## src/rtl/stopwatch_pkg.sv

```systemverilog
// rtl/stopwatch_pkg.sv - shared FSM state encoding and BCD digit limits for the MM:SS stopwatch
package stopwatch_pkg;

  localparam logic [1:0] ST_IDLE  = 2'd0;
  localparam logic [1:0] ST_RUN   = 2'd1;
  localparam logic [1:0] ST_PAUSE = 2'd2;

  localparam int SEC_ONES_MAX = 9;
  localparam int SEC_TENS_MAX = 5;
  localparam int MIN_ONES_MAX = 9;
  localparam int MIN_TENS_MAX = 5;

endpackage

```

## src/rtl/bcd_digit_counter.sv

```systemverilog
// rtl/bcd_digit_counter.sv - single BCD digit, wraps to 0 after MAX and flags carry to the next digit
module bcd_digit_counter #(
  parameter int MAX = 9
) (
  input  logic       clk_in,
  input  logic       Reset,
  input  logic       clr,
  input  logic       inc,
  output logic [3:0] digit,
  output logic       carry
);

  logic [3:0] digit_q;
  logic [3:0] digit_d;

  assign carry = inc & (digit_q == 4'(MAX));

  always_comb begin
    digit_d = digit_q;
    if (clr || carry) digit_d = 4'd0;
    else if (inc)     digit_d = digit_q + 4'd1;
  end

  always_ff @(posedge clk_in) begin
    if (Reset) digit_q <= 4'd0;
    else       digit_q <= digit_d;
  end

  assign digit = digit_q;

endmodule

```

## src/rtl/stopwatch_bcd.sv

```systemverilog
// rtl/stopwatch_bcd.sv - MM:SS BCD stopwatch counting rising edges of tick_src; optional lap freeze via STOPWATCH_LAP_EN
module stopwatch_bcd
  import stopwatch_pkg::*;
#(
  parameter int TICKS_PER_SEC = 1,
  parameter int PRE_W         = 16
) (
  input  logic       clk_in,
  input  logic       Reset,
  input  logic       tick_src,
  input  logic       start_stop,
  input  logic       clear,
`ifdef STOPWATCH_LAP_EN
  input  logic       lap,
  output logic       lap_hold,
`endif
  output logic [3:0] sec_ones,
  output logic [3:0] sec_tens,
  output logic [3:0] min_ones,
  output logic [3:0] min_tens,
  output logic       running,
  output logic       rollover
);

  localparam logic [PRE_W-1:0] PRE_LAST = PRE_W'(TICKS_PER_SEC - 1);

  logic             s0_q, s1_q;
  logic             rise;
  logic [1:0]       state_q, state_d;
  logic [PRE_W-1:0] pre_q, pre_d;
  logic             rollover_q;
  logic             counting, sec_tick, digit_clr;
  logic             c0, c1, c2, c3;
  logic [3:0]       so, st, mo, mt;

  assign rise      = s0_q & ~s1_q;
  // A rise is judged against the state before any same-cycle command; clear discards it.
  assign counting  = (state_q == ST_RUN) & rise & ~clear;
  assign sec_tick  = counting & (pre_q == PRE_LAST);
  assign digit_clr = clear | (state_q == ST_IDLE);

  always_comb begin
    state_d = state_q;
    if (clear) begin
      state_d = ST_IDLE;
    end else if (start_stop) begin
      case (state_q)
        ST_IDLE:  state_d = ST_RUN;
        ST_RUN:   state_d = ST_PAUSE;
        ST_PAUSE: state_d = ST_RUN;
        default:  state_d = ST_IDLE;
      endcase
    end
  end

  always_comb begin
    pre_d = pre_q;
    if (digit_clr)     pre_d = '0;
    else if (counting) pre_d = (pre_q == PRE_LAST) ? '0 : pre_q + 1'b1;
  end

  always_ff @(posedge clk_in) begin
    if (Reset) begin
      s0_q       <= 1'b0;
      s1_q       <= 1'b0;
      state_q    <= ST_IDLE;
      pre_q      <= '0;
      rollover_q <= 1'b0;
    end else begin
      s0_q       <= tick_src;
      s1_q       <= s0_q;
      state_q    <= state_d;
      pre_q      <= pre_d;
      rollover_q <= c3;
    end
  end

  bcd_digit_counter #(.MAX(SEC_ONES_MAX)) u_sec_ones (
    .clk_in(clk_in), .Reset(Reset), .clr(digit_clr), .inc(sec_tick), .digit(so), .carry(c0));
  bcd_digit_counter #(.MAX(SEC_TENS_MAX)) u_sec_tens (
    .clk_in(clk_in), .Reset(Reset), .clr(digit_clr), .inc(c0), .digit(st), .carry(c1));
  bcd_digit_counter #(.MAX(MIN_ONES_MAX)) u_min_ones (
    .clk_in(clk_in), .Reset(Reset), .clr(digit_clr), .inc(c1), .digit(mo), .carry(c2));
  bcd_digit_counter #(.MAX(MIN_TENS_MAX)) u_min_tens (
    .clk_in(clk_in), .Reset(Reset), .clr(digit_clr), .inc(c2), .digit(mt), .carry(c3));

  assign running  = (state_q == ST_RUN);
  assign rollover = rollover_q;

`ifdef STOPWATCH_LAP_EN
  logic        lap_hold_q;
  logic [15:0] frozen_q;

  // Frozen copy is taken from the live registers, so counting carries on underneath.
  always_ff @(posedge clk_in) begin
    if (Reset) begin
      lap_hold_q <= 1'b0;
      frozen_q   <= '0;
    end else if (clear) begin
      lap_hold_q <= 1'b0;
    end else if (lap && (state_q == ST_RUN)) begin
      lap_hold_q <= ~lap_hold_q;
      if (!lap_hold_q) frozen_q <= {mt, mo, st, so};
    end
  end

  assign lap_hold = lap_hold_q;
  assign {min_tens, min_ones, sec_tens, sec_ones} = lap_hold_q ? frozen_q : {mt, mo, st, so};
`else
  assign {min_tens, min_ones, sec_tens, sec_ones} = {mt, mo, st, so};
`endif

endmodule
```

## config.mk

```make
export PLATFORM = sky130hd
export DESIGN_NAME = stopwatch_bcd
export DESIGN_NICKNAME = d
export VERILOG_FILES = /design/src/rtl/stopwatch_pkg.sv /design/src/rtl/bcd_digit_counter.sv /design/src/rtl/stopwatch_bcd.sv
export SDC_FILE = /design/constraint.sdc
export NUM_CORES = 1
export LEC_CHECK = 0
export CAP_MARGIN = 40
export CORE_UTILIZATION = 24
export CTS_CLUSTER_DIAMETER = 30
export DETAILED_ROUTE_END_ITERATION = 12
export GPL_TIMING_DRIVEN = 0
export HOLD_SLACK_MARGIN = 0.1
export RECOVER_POWER = 25
export SLEW_MARGIN = 25
export SYNTH_ARGS = -nofsm -noshare
export SYNTH_HDL_FRONTEND = slang
export SYNTH_SLANG_ARGS = --single-unit
export TNS_END_PERCENT = 50
```

## constraint.sdc

```tcl
create_clock -name clk_in -period 5.9 [get_ports clk_in]
set_input_delay 0.885 -clock clk_in [delete_from_list [all_inputs] [get_ports clk_in]]
set_output_delay 0.885 -clock clk_in [all_outputs]
set_load 0.02 [all_outputs]
```

==> results.md <==
- Status: completed
- Post-synth EDFFs: 0
- Number of distinct library cells after synthesis: 42
- Cell Int Power: 339 µW
- Initial antenna violation count: 0
- Setup Viol. Count Final: 0
- # H-tree levels: 2
- CORE AREA: 0.00818 mm²
- Yosys reg bits: 37
- Row count: 33
- Ys Warns: 0
- Setup Skew: 0.00687 ns
- Layout fillers: 879
- Boundary pin count: 23
- Die area: 0.00879 mm²
- Worst setup EP type: flip-flop
- Share of layout cells above drive strength 1: 8.21%
- Post-DP HPWL: 3490 µm
- Gr usage total: 11.8%
- Min Tclk post-route: 2.70 ns
- Synth top area cells: dfxtp_1 (37%), ha_1 (6.2%), or4_1 (5.6%)
- Cts hold-fix bufs: 0
- Crit Path Category: input port to flip-flop
- Final TNS setup: 0 ns
- PwrDens: 178 mW/mm²
- Fmax: 371 MHz
- Worst EP required: 6.12 ns
- Post-CTS Resized: 0
- Post-synthesis sequential area ratio: 36.7%
- CTS Root Buffer Type: clkbuf_8
- Clk sink count: 37
- Combinational power share: 3.1%
- Setup crit start kind: input port
- DP Area: 0.00236 mm²
- Pre-antenna DRT Iters: 4
- WL/cell: 13.0 µm
- Clock network fraction of total power: 39.4%
- Postcts setup bufs: 0
- CP Cell Sequence: dlygate4sd3_1, or2_2, nor2_1, o21ai_1, buf_2, a21oi_1
- Clk_lat worst skew: 0.29 ns
- Initial DRC Count: 116
- Routability Congestion: 0.778
- Syn Nets: 252
- Final instance area: 0.00245 mm²
- Dominant cell type by area after synthesis: dfxtp_1
- PortBufs: 21
- Clock buffer depth: 2
- Clk slew on worst S/H paths: 0.07 ns
- Max Fanout on Critical Path: 10
- Final hold violation count: 0
- Routed via count: 1915
- Top cell type's share of synthesized area: 36.7%
- Post-Synthesis Cells: 237
- Cell family with the largest share of critical-path delay: buffers and inverters
- Gr ovfl total: 0
- Worst-margin pin slew: 0.691 ns
- Slew HR: 53.5%
- CTS tree: yes
- WL final: 4850 µm
- Switching portion of total power: 22.5%
- DRC violations left: 0
- Vias per inst: 5.13
- Die span in x: 93.8 µm
- CP peak stage delay: 0.61 ns
- VDD IR max: 79.0 µV
- Fin crit share: 45.7%
- Final Max Tran Viols: 0
- Crit path buf inv count: 2
- Part of the power in registers: 57.5%
- ANT cells: 0
- Vias in the first global route: 1812
- Remaining antenna violation count after routing: 0
- Final #Nets: 282
- Ys async rst share: 0%
- Area Growth Syn to Fin: 21.5%
- Synth Flop Type: dfxtp_1
- Setup ws final: 3.20 ns
- CP max stage cell: dlygate4sd3_1
- Pre-CTS setup slack: 2.99 ns
- Leakage: 0.000817 µW
- RSZ-0062 raised after global routing: false
- Synth Cell Area: 0.00202 mm²
- Net Switching: 98.6 µW
- First-pass GRT wire length: 8490 µm
- Die height: 93.8 µm
- Pin count of the biggest net entering global routing: 12
- Starting Density: 24.7%
- Num CTS Buffers: 5
- Worst min path class: flip-flop to flip-flop
- Max cap viols: 0
- Synth Area per Inst: 8.53 µm²
- Crit path arrival time: 2.92 ns
==> sequential cells by signal, summed over array words and instances (netlist names) <==
signal / cells
s0_q: 1
pre_q: 16
rollover: 1
s1_q: 1
state_q: 2
u_sec_tens.digit: 4
u_min_tens.digit: 4
u_sec_ones.digit: 4
u_min_ones.digit: 4
==> per-stage QoR <==
stage | power, µW | hold slack [ns] | util [%] | instances
2_1_floorplan | 265 | 0.452 | - | 237
3_3_place_gp | 271 | 0.465 | 28.9 | 363
3_5_place_dp | 271 | 0.473 | 28.9 | 363
4_1_cts | 441 | 0.487 | 29.9 | 371
5_1_grt | 454 | 0.509 | 30.0 | 373
6_report | 437 | 0.486 | 30.0 | 373
==> layout make-up <==
cell class                      instances  area, µm²  area share (%)
Multi-Input combinational cell        179       1180            48.2
Sequential cell                        37        741            30.2
Timing Repair Buffer                   23        220            8.97
Tap cell                              105        131            5.35
Clock buffer                            6       72.6            2.96
Buffer                                 11       60.1            2.45
Inverter                               10       37.5            1.53
Clock inverter                          2       10.0           0.408
==> cell usage in the layout (no fill, tap or decap), drive strengths merged, types with 7 or more instances in the layout <==
master	instances
a21oi	21
clkbuf	15
clkdlybuf4s50	12
dfxtp	37
dlygate4sd3	9
ha	10
inv	10
nand2	11
nand3	10
nand4	13
nor2	18
nor3	8
nor4	7
o21ai	11
o31ai	9
or3	7
or4	16
xnor2	8
==> path summary, 6_finish.rpt <==
path	start	to	slack (ns)	cells after the start
max	Reset	pre_q[14]$_SDFFE_PP0P_	3.20	6
min	s0_q$_SDFF_PP0_	s1_q$_SDFF_PP0_	0.49	1
max reg2reg	pre_q[3]$_SDFFE_PP0P_	pre_q[3]$_SDFFE_PP0P_	3.48	6
min reg2reg	s0_q$_SDFF_PP0_	s1_q$_SDFF_PP0_	0.49	1
==> cell usage after synthesis (4+ instances only) <==
cell	n
nor4_1	7
dfxtp_1	37
mux2i_1	4
o31ai_1	9
or3_1	7
and3b_1	4
nor2_1	18
nand2_1	11
inv_1	10
or4_1	15
nand4_1	12
nor3_1	8
xnor2_1	8
ha_1	10
nand3_1	10
o21ai_0	10
a21oi_1	20
clkbuf_1	5
==> per-layer routing <==
metal | track usage (%) | share of wire [%]
met5 | 0 | 0
met4 | 3.46 | 1.2
met3 | 2.18 | 3.3
met2 | 18.9 | 44
met1 | 16.1 | 51
==> cells by family (layout without fill, tap and decap cells) <==
family | after synthesis | after routing | synth area share [%]
AOI/OAI and AO/OA | 45 | 45 | 13.0
xor gates and xnor gates | 9 | 9 | 3.90
adders and majority gates | 10 | 10 | 6.19
buffers and inverters | 21 | 52 | 4.83
DFF | 37 | 37 | 36.7
muxes | 4 | 4 | 1.98
and+or+nand+nor | 111 | 111 | 33.4
==> power groups by stage <==
| stage | registers, µW | clock network [µW] | logic [µW] |
|---|---|---|---|
| after floorplan | 257 | 0 | 8.28 |
| after global placement | 257 | 0 | 13.6 |
| after detailed placement | 257 | 0 | 13.7 |
| after CTS | 251 | 176 | 13.8 |
| after global routing | 252 | 188 | 14.9 |
| final | 252 | 172 | 13.6 |
No activity file was read; power rests on OpenSTA's default activity.
